**config.mk**
```make
export PLATFORM = sky130hd
export DESIGN_NAME = atm_session_initiator
export DESIGN_NICKNAME = d
export VERILOG_FILES = /design/src/rtl/atm_session_initiator.sv
export SDC_FILE = /design/constraint.sdc
export NUM_CORES = 1
export LEC_CHECK = 0
export BUFFER_PORTS_ARGS = -buffer_cell sky130_fd_sc_hd__clkbuf_2
export CAP_MARGIN = 5
export CORE_ASPECT_RATIO = 0.8
export CORE_MARGIN = 2
export CORE_UTILIZATION = 35
export DETAILED_ROUTE_END_ITERATION = 16
export SLEW_MARGIN = 20
export SYNTH_ARGS = -nofsm -noshare
export SYNTH_HDL_FRONTEND = slang
export SYNTH_SLANG_ARGS = --single-unit
```
**constraint.sdc**
```tcl
create_clock -name clk -period 4.8 [get_ports clk]
set_input_delay 0.96 -clock clk [delete_from_list [all_inputs] [get_ports clk]]
set_output_delay 0.96 -clock clk [all_outputs]
set_load 0.05 [all_outputs]
```
**src/rtl/atm_session_initiator.sv**
```systemverilog
// ============================================================================
// atm_session_initiator : keypad-driven front end that assembles ATM core
// requests and captures the response. Optional lockout: ATM_FAIL_LOCK_EN.
// Revision: 1.0
// ============================================================================
`timescale 1ns/1ps
`default_nettype none

module atm_session_initiator #(
  parameter logic [2:0] OP_BALANCE     = 3'd3,
  parameter logic [2:0] OP_WITHDRAW    = 3'd4,
  parameter logic [2:0] OP_DEPOSIT     = 3'd5,
  parameter logic [2:0] OP_CHANGE_PIN  = 3'd6,
  parameter int         MAX_AMT_DIGITS = 8,
  parameter int         KEY_TIMEOUT    = 1000,
  parameter int         RESP_TIMEOUT   = 64
`ifdef ATM_FAIL_LOCK_EN
  ,
  parameter int         MAX_FAILS      = 3,
  parameter int         LOCK_CYCLES    = 5000
`endif
) (
  input  logic        clk,
  input  logic        rst,
  input  logic        key_valid_i,
  input  logic [3:0]  key_code_i,
  input  logic        req_ready_i,
  input  logic        resp_valid_i,
  input  logic        resp_success_i,
  input  logic [31:0] resp_balance_i,
  output logic        req_valid_o,
  output logic [3:0]  acc_num_o,
  output logic [15:0] pin_o,
  output logic [15:0] new_pin_o,
  output logic [31:0] amount_o,
  output logic [2:0]  operation_o,
  output logic        busy_o,
  output logic        done_o,
  output logic        success_o,
  output logic [31:0] balance_o,
  output logic        key_err_o,
  output logic        timeout_o,
  output logic        locked_o
);

  localparam logic [3:0] K_ENTER  = 4'hA;
  localparam logic [3:0] K_CANCEL = 4'hB;
  localparam logic [3:0] K_CLEAR  = 4'hC;

  localparam int AC_W  = $clog2(MAX_AMT_DIGITS + 1);
  localparam int CNT_W = (AC_W > 3) ? AC_W : 3;
  localparam int KT_W  = $clog2(KEY_TIMEOUT + 1);
  localparam int RT_W  = $clog2(RESP_TIMEOUT + 1);

  typedef enum logic [2:0] {
    S_IDLE   = 3'd0,
    S_ACC    = 3'd1,
    S_PIN    = 3'd2,
    S_OP     = 3'd3,
    S_AMT    = 3'd4,
    S_NEWPIN = 3'd5,
    S_REQ    = 3'd6,
    S_WAIT   = 3'd7
  } state_t;

  state_t            state_q, state_d;
  logic [3:0]        acc_q, acc_d;
  logic [15:0]       pin_q, pin_d;
  logic [15:0]       newpin_q, newpin_d;
  logic [31:0]       amt_q, amt_d;
  logic [2:0]        op_q, op_d;
  logic [CNT_W-1:0]  cnt_q, cnt_d;
  logic              success_q, success_d;
  logic [31:0]       balance_q, balance_d;
  logic              done_q, done_d;
  logic              key_err_q, key_err_d;
  logic              timeout_q, timeout_d;
  logic [KT_W-1:0]   key_tmr_q, key_tmr_d;
  logic [RT_W-1:0]   resp_tmr_q, resp_tmr_d;

  logic              w_is_digit;
  logic              w_in_key_state;
  logic              w_key_expire;
  logic              w_resp_expire;
  logic              w_locked;
  logic              go_idle;
  logic [15:0]       pin_cur, pin_nxt;

  assign w_is_digit     = (key_code_i <= 4'd9);
  assign w_in_key_state = (state_q inside {S_ACC, S_PIN, S_OP, S_AMT, S_NEWPIN});
  assign w_key_expire   = w_in_key_state && !key_valid_i &&
                          (key_tmr_q == KT_W'(KEY_TIMEOUT - 1));
  assign w_resp_expire  = (state_q == S_WAIT) && !resp_valid_i &&
                          (resp_tmr_q == RT_W'(RESP_TIMEOUT - 1));

  // Key timer only runs while the customer owes us a key; any key restarts it.
  assign key_tmr_d  = (w_in_key_state && !key_valid_i && !w_key_expire) ?
                      key_tmr_q + 1'b1 : '0;
  assign resp_tmr_d = ((state_q == S_WAIT) && !resp_valid_i && !w_resp_expire) ?
                      resp_tmr_q + 1'b1 : '0;

  always_comb begin
    state_d   = state_q;
    acc_d     = acc_q;
    pin_d     = pin_q;
    newpin_d  = newpin_q;
    amt_d     = amt_q;
    op_d      = op_q;
    cnt_d     = cnt_q;
    success_d = success_q;
    balance_d = balance_q;
    done_d    = 1'b0;
    key_err_d = 1'b0;
    timeout_d = 1'b0;
    go_idle   = 1'b0;
    pin_cur   = (state_q == S_NEWPIN) ? newpin_q : pin_q;
    pin_nxt   = pin_cur;

    case (state_q)
      S_IDLE: if (key_valid_i) begin
        if (w_locked || !w_is_digit) begin
          key_err_d = 1'b1;
        end else begin
          acc_d     = key_code_i;
          success_d = 1'b0;
          balance_d = '0;
          state_d   = S_ACC;
        end
      end
      S_ACC: if (key_valid_i) begin
        if (w_is_digit)                   acc_d = key_code_i;
        else if (key_code_i == K_ENTER)  begin state_d = S_PIN; cnt_d = '0; end
        else if (key_code_i == K_CANCEL) go_idle = 1'b1;
        else if (key_code_i == K_CLEAR)  acc_d = '0;
        else                              key_err_d = 1'b1;
      end
      S_PIN, S_NEWPIN: if (key_valid_i) begin
        if (w_is_digit) begin
          if (cnt_q < CNT_W'(4)) begin
            pin_nxt = {pin_cur[11:0], key_code_i};
            cnt_d   = cnt_q + 1'b1;
          end else begin
            key_err_d = 1'b1;
          end
        end else if (key_code_i == K_ENTER) begin
          if (cnt_q != CNT_W'(4)) begin
            key_err_d = 1'b1;
          end else begin
            cnt_d   = '0;
            state_d = (state_q == S_PIN) ? S_OP : S_REQ;
          end
        end else if (key_code_i == K_CANCEL) begin
          go_idle = 1'b1;
        end else if (key_code_i == K_CLEAR) begin
          pin_nxt = '0;
          cnt_d   = '0;
        end else begin
          key_err_d = 1'b1;
        end
        if (state_q == S_PIN) pin_d = pin_nxt;
        else                  newpin_d = pin_nxt;
      end
      S_OP: if (key_valid_i) begin
        case (key_code_i)
          4'd1:     begin op_d = OP_BALANCE;    state_d = S_REQ; end
          4'd2:     begin op_d = OP_WITHDRAW;   state_d = S_AMT;    cnt_d = '0; end
          4'd3:     begin op_d = OP_DEPOSIT;    state_d = S_AMT;    cnt_d = '0; end
          4'd4:     begin op_d = OP_CHANGE_PIN; state_d = S_NEWPIN; cnt_d = '0; end
          K_CANCEL: go_idle = 1'b1;
          default:  key_err_d = 1'b1;
        endcase
      end
      S_AMT: if (key_valid_i) begin
        if (w_is_digit) begin
          if (cnt_q < CNT_W'(MAX_AMT_DIGITS)) begin
            amt_d = amt_q * 32'd10 + {28'd0, key_code_i};
            cnt_d = cnt_q + 1'b1;
          end else begin
            key_err_d = 1'b1;
          end
        end else if (key_code_i == K_ENTER) begin
          if (amt_q == '0) key_err_d = 1'b1;
          else             state_d = S_REQ;
        end else if (key_code_i == K_CANCEL) begin
          go_idle = 1'b1;
        end else if (key_code_i == K_CLEAR) begin
          amt_d = '0;
          cnt_d = '0;
        end else begin
          key_err_d = 1'b1;
        end
      end
      S_REQ: if (req_ready_i) state_d = S_WAIT;
      S_WAIT: begin
        // A response outranks a simultaneous key; keys are never looked at here.
        if (resp_valid_i) begin
          success_d = resp_success_i;
          balance_d = resp_balance_i;
          done_d    = 1'b1;
          go_idle   = 1'b1;
        end else if (w_resp_expire) begin
          success_d = 1'b0;
          timeout_d = 1'b1;
          go_idle   = 1'b1;
        end
      end
      default: go_idle = 1'b1;
    endcase

    if (w_key_expire) begin
      timeout_d = 1'b1;
      go_idle   = 1'b1;
    end

    if (go_idle) begin
      state_d  = S_IDLE;
      acc_d    = '0;
      pin_d    = '0;
      newpin_d = '0;
      amt_d    = '0;
      op_d     = '0;
      cnt_d    = '0;
    end
  end

  always_ff @(posedge clk or negedge rst) begin
    if (!rst) begin
      state_q    <= S_IDLE;
      acc_q      <= '0;
      pin_q      <= '0;
      newpin_q   <= '0;
      amt_q      <= '0;
      op_q       <= '0;
      cnt_q      <= '0;
      success_q  <= 1'b0;
      balance_q  <= '0;
      done_q     <= 1'b0;
      key_err_q  <= 1'b0;
      timeout_q  <= 1'b0;
      key_tmr_q  <= '0;
      resp_tmr_q <= '0;
    end else begin
      state_q    <= state_d;
      acc_q      <= acc_d;
      pin_q      <= pin_d;
      newpin_q   <= newpin_d;
      amt_q      <= amt_d;
      op_q       <= op_d;
      cnt_q      <= cnt_d;
      success_q  <= success_d;
      balance_q  <= balance_d;
      done_q     <= done_d;
      key_err_q  <= key_err_d;
      timeout_q  <= timeout_d;
      key_tmr_q  <= key_tmr_d;
      resp_tmr_q <= resp_tmr_d;
    end
  end

`ifdef ATM_FAIL_LOCK_EN
  localparam int FC_W = $clog2(MAX_FAILS + 1);
  localparam int LT_W = $clog2(LOCK_CYCLES + 1);

  logic [FC_W-1:0] fail_cnt_q, fail_cnt_d;
  logic [LT_W-1:0] lock_tmr_q, lock_tmr_d;
  logic            locked_q, locked_d;
  logic            w_fail_ev, w_pass_ev;

  // A response timeout is treated the same as a declined transaction.
  assign w_fail_ev = (state_q == S_WAIT) &&
                     ((resp_valid_i && !resp_success_i) || w_resp_expire);
  assign w_pass_ev = (state_q == S_WAIT) && resp_valid_i && resp_success_i;

  always_comb begin
    fail_cnt_d = fail_cnt_q;
    lock_tmr_d = lock_tmr_q;
    locked_d   = locked_q;
    if (locked_q) begin
      if (lock_tmr_q == LT_W'(LOCK_CYCLES - 1)) begin
        locked_d   = 1'b0;
        lock_tmr_d = '0;
        fail_cnt_d = '0;
      end else begin
        lock_tmr_d = lock_tmr_q + 1'b1;
      end
    end else if (w_fail_ev) begin
      fail_cnt_d = fail_cnt_q + 1'b1;
      if (fail_cnt_q == FC_W'(MAX_FAILS - 1)) locked_d = 1'b1;
    end else if (w_pass_ev) begin
      fail_cnt_d = '0;
    end
  end

  always_ff @(posedge clk or negedge rst) begin
    if (!rst) begin
      fail_cnt_q <= '0;
      lock_tmr_q <= '0;
      locked_q   <= 1'b0;
    end else begin
      fail_cnt_q <= fail_cnt_d;
      lock_tmr_q <= lock_tmr_d;
      locked_q   <= locked_d;
    end
  end

  assign w_locked = locked_q;
`else
  assign w_locked = 1'b0;
`endif

  assign req_valid_o = (state_q == S_REQ);
  assign busy_o      = (state_q != S_IDLE);
  assign acc_num_o   = acc_q;
  assign pin_o       = pin_q;
  assign new_pin_o   = newpin_q;
  assign amount_o    = amt_q;
  assign operation_o = op_q;
  assign done_o      = done_q;
  assign success_o   = success_q;
  assign balance_o   = balance_q;
  assign key_err_o   = key_err_q;
  assign timeout_o   = timeout_q;
  assign locked_o    = w_locked;

endmodule

`default_nettype wire

```
Word level (Yosys, flattened, before mapping)
Index checks and enable logic that the tools add are counted.
W data, S select, Z words.
{"block": "word_totals", "reg_bits": 131, "input_bits": 42, "out_inout_bits": 110, "elab_cells": 227}
{"block": "classes", "addsub": 4, "mul": 1, "magnitude_cmp": 3, "eq_ne": 49, "mux": 117, "reduce_logical": 39}
{"operator": "$mux W32", "count": 11}
{"operator": "$mux W16", "count": 14}
{"operator": "$mux W4", "count": 25}
{"operator": "$pmux W32 S2", "count": 1}
{"operator": "$mux W3", "count": 20}
{"operator": "$ne A3 B3 Y1 const B", "count": 16}
{"operator": "$mux W1", "count": 36}
{"operator": "$add A32 B4 Y32", "count": 1}
{"operator": "$logic_not A32 Y1", "count": 1}
{"operator": "$mul A32 B3 Y31 const B", "count": 1}
{"operator": "$pmux W3 S6", "count": 1}
{"operator": "$reduce_and A17 Y1", "count": 1}
{"operator": "$ne A4 B4 Y1 const B", "count": 4}
{"operator": "$pmux W4 S4", "count": 1}
{"operator": "$reduce_bool A5 Y1", "count": 3}
{"operator": "$eq A3 B3 Y1 const B", "count": 4}
{"operator": "$eq A4 B4 Y1 const B", "count": 3}
{"operator": "$ne A4 B3 Y1 const B", "count": 3}
{"operator": "$pmux W3 S4", "count": 1}
{"operator": "$reduce_and A12 Y1", "count": 1}
{"operator": "$reduce_bool A2 Y1", "count": 6}
{"operator": "$add A10 B1 Y10 const B", "count": 1}
{"operator": "$eq A10 B10 Y1 const B", "count": 1}
{"operator": "$mux W10", "count": 1}
{"operator": "other kinds (35)", "count": 56}

Longest topological paths before layout
{"block": "depth", "ltp_word": 10, "ltp_mapped": 14}

Worst setup path before layout
Ideal clock, no wire load.
{"block": "synth_path", "path_kind": "reg2reg", "from": "register amt_q[1], in the netlist amount_o[1]", "to": "register amt_q[29], in the netlist amount_o[29]", "setup_time_ps": 121, "arrival_time_ps": 3886, "path_slack_ps": 793, "stages_incl_launch_ff": 14, "n_path_buf": 0, "period_less_slack_ps": 4007, "cell_sequence": "dfrtp_1 ha_1 ha_1 fa_1 a21o_1 a221oi_4 nor2_2 or3_4 nor4_4 nand4_2 nor4b_4 nand2_1 xnor2_1 a22o_1"}
{"block": "synth_between", "elab_chain_cells": 7}
{"element": "from (decl)", "line": "70", "rtl": "logic [31:0] amt_q, amt_d;"}
{"element": "from (signal assigned)", "line": "247", "rtl": "amt_q <= amt_d;"}
{"element": "$mul A32 B3 Y31", "line": "176", "rtl": "amt_d = amt_q * 32'd10 + {28'd0, key_code_i};"}
{"element": "$add A32 B4 Y32", "line": "176"}
{"element": "$mux W32", "line": "175", "rtl": "if (cnt_q < CNT_W'(MAX_AMT_DIGITS)) begin"}
{"element": "$mux W32", "line": "174", "rtl": "if (w_is_digit) begin"}
{"element": "$mux W32", "line": "173", "rtl": "S_AMT: if (key_valid_i) begin"}
{"element": "$mux W32", "line": "119", "rtl": "case (state_q)"}
{"element": "$mux W32", "line": "215", "rtl": "if (go_idle) begin"}
No other way between the ends. The select of a mux whose other input is x is not followed.
A chain may end at the register's enable or synchronous reset.

Worst setup path after layout
Ends and elaborated chain as after synthesis.

==> results.cfg <==
[timing]
timing.fmax_mhz = 241
number_of_hold_violations_in_the_final_report = 0
max-slew-margin-rel_pct = 32.8
worstMarginPinSlew_ns = 1.01
fin_skew_ns = 0.0119
drv_slew = 0
rsz0062_at_grt = false
setup-violations-final = 0
layout_min_cycle_time_ns = 4.14
fin_crit_sh_pct = 86.3
setup_total_negative_slack_ns = 0

[clock_network]
clock_sinks = 131
cts_hold_repair.buffers = 0
clock_tree.buffer_depth = 2
cts_inserted_buffers = 17
cts_resized = 0
cts-htree-levels = 4
ctsRootBufferMaster = clkbuf_16
tritoncts_clock_tree = yes
postCtsSetupRepairBufs = 0
cts_clk_pin_slew_worst_paths_ns = 0.06
clock_insertion_delay_worst_skew_ns = 0.42

[synth]
synth_top_family_by_area = simple AND/OR/NAND/NOR gates
synthDistinctLibCells = 84
postSynthAreaPerCell_sq_um = 8.79
synth-edff-count = 0
postSynth.topFlopCell = dfrtp_1
syn-instance-count = 1027
synthAdderAreaFrac_pct = 9.04
syn_area_sq_um = 9020
synth-warning-count = 0
synth-compound-area-share_pct = 18.3
synth.area.mux_share_pct = 5.89
yosys.area_share.xor_xnor_pct = 5.73
ys_seq_elements = 131
async_reset_ff_share_pct = 100
yosysSeqAreaShare_pct = 36.3
synthSimpleGateAreaFrac_pct = 21.0
synth.net_count = 1133

[finish]
post_layout_nonfiller_instances = 1491
layout_commonest_cell = nand2_1
register_area_sq_um = 3280
layout_common_cells = nand2_1, clkbuf_2, dfrtp_1
layout.filler_cells = 2515
fin_nets = 1260
multi_input_comb_area_sq_um = 5440
final_layout_size_suffix_gt1_share_pct = 22.4
n_antenna_cell = 0
layout-area-overhead-vs-synth_pct = 18.2

[setup_path]
worst-endpoint-arrival_ns = 4.45
setup.worst_path.class = flip-flop to flip-flop
end_kind = flip-flop
timing.critical_path.fanout_max = 7
critPathLaunchType = flip-flop
r2r.worst_path.cells = 13
critical_path_required_ns = 5.11

[detailed_routing]
drt-vias-per-instance = 5.35
detailedRoute.firstPassIterationCount = 6
drt.antenna.violating_nets = 0
route.vias.total = 7970
wl_mm = 25.1
drt_first_iter_violations = 610
wire_per_inst_microns = 16.8
route.detailed.drc = 0

[place]
number_of_port_buffers = 150
dpl.hpwl_mm = 18.4
gp_congestion = 0.929
numPlacedInstances = 1458

[grt]
overflow = 0
track_usage_pct = 18.9
grt_start_max_net_pins = 89
global_route_wire_length_before_repair_mm = 40.8
number_of_antenna_violations_at_the_first_check_in_global_routing = 0
grt_pass1_vias = 7655

[die]
initial_util_pct = 35.6
floorplan.io_pins = 152
dieWidth_microns = 184
floorplan.die.height_microns = 148
design.core.area_sq_um = 25300
fp.dieArea_sq_um = 27100
fp-row-count = 52

[power]
pwr_density_cell_nw_per_um2 = 687
total_power_w = 0.00732
power.leakage_nw = 5.16
worst_ir_drop_on_vdd_mv = 0.431

[hold_path]
min-delay-path-class = flip-flop to flip-flop
timing.hold.worst_path_depth = 1

[run_status]
outcome = finished clean

[job]
drv.max_cap_violation_count = 0
[cells by family after synthesis]
logic type / after synthesis
adder cells (fa/ha/maj): 64
XOR/XNOR: 59
AO/OA/AOI/OAI: 249
AND/OR/NAND/NOR: 396
other: 1
flip-flops: 131
buffers and inverters: 78
multiplexers: 49
[synth_stat cells (9+ instances only)]
cell type	instances	area, sq um
inv_1	19	71.3
xnor2_1	29	254
dfrtp_1	131	3280
a21o_1	19	143
nor2_1	102	383
buf_2	10	50.1
nand4_1	13	81.3
a21oi_1	50	250
clkbuf_1	44	165
o21ai_1	11	55.1
o211ai_1	9	67.6
mux2_2	33	372
nor4_1	13	81.3
o31ai_1	13	97.6
o21ai_0	64	320
ha_1	62	776
nand2_1	152	571
xor2_1	30	263
mux2i_1	16	160
and3_1	14	87.6
nor3_1	20	100
nand3_1	22	110
o22ai_1	17	106
[per-stage QoR]
stage	area [sq um]	worst slack, ns	hold slack, ns	util (%)
floorplan	9020	0.793	0.425	-
global placement	10100	0.816	0.446	39.8
detailed placement	10100	0.677	0.453	39.8
CTS	10600	0.675	0.460	42.1
global route	10700	0.299	0.475	42.1
finish	10700	0.656	0.453	42.1
[layout make-up]
type	instances	area share, %
sequential	131	30.7
inverter	20	0.704
tap	324	3.80
clock inverter	9	0.986
multi-input combinational	818	51.0
timing repair buffer	166	8.34
clock buffer	23	4.39
[sequential cells by signal, indices dropped and copies added (netlist names), 4 cells and up]
register / cells
balance_o: 32
resp_tmr_q: 7
new_pin_o: 16
acc_num_o: 4
cnt_q: 4
pin_o: 16
amount_o: 32
key_tmr_q: 10
[worst paths after layout]
| kind | startpoint | endpoint | slack (ns) |
|---|---|---|---|
| worst max-delay path | amount_o[1] | amount_o[29] | 0.66 |
| worst min-delay path | resp_tmr_q[0] | resp_tmr_q[0] | 0.45 |
| worst max register to register | amount_o[1] | amount_o[29] | 0.66 |
| worst min register to register | resp_tmr_q[0] | resp_tmr_q[0] | 0.45 |
| max in group asynchronous | rst | amount_o[0] | 3.32 |
| min in group asynchronous | rst | balance_o[30] | 0.62 |
[metal layers]
metal	up-vias	wire length, microns	global-route usage (%)
li1	3961	-	-
met4	0	403	5.20
met1	3779	12400	28.2
met5	-	0	0
met2	205	10600	26.8
met3	25	1640	4.83
[where the power goes]
group / total, W / switching, W / internal (W)
Sequential: 0.00183 / 0.000362 / 0.00147
Combinational: 0.00421 / 0.00294 / 0.00127
Clock: 0.00129 / 0.000497 / 0.000790
Total: 0.00732 / 0.00380 / 0.00353
[worst max-delay path, stage by stage, from the launching register on]
cell      delay, ns
dfrtp_1        0.44
ha_1           0.32
ha_1           0.25
fa_1           0.42
a21o_1         0.21
a221oi_4       0.39
nand3b_1       0.30
a21boi_0       0.15
nor4b_1        0.46
nand4_2        0.26
nor4b_4        0.38
nand2_1        0.12
xnor2_1        0.14
a22o_1         0.20
(Power assumes the default switching activity.)
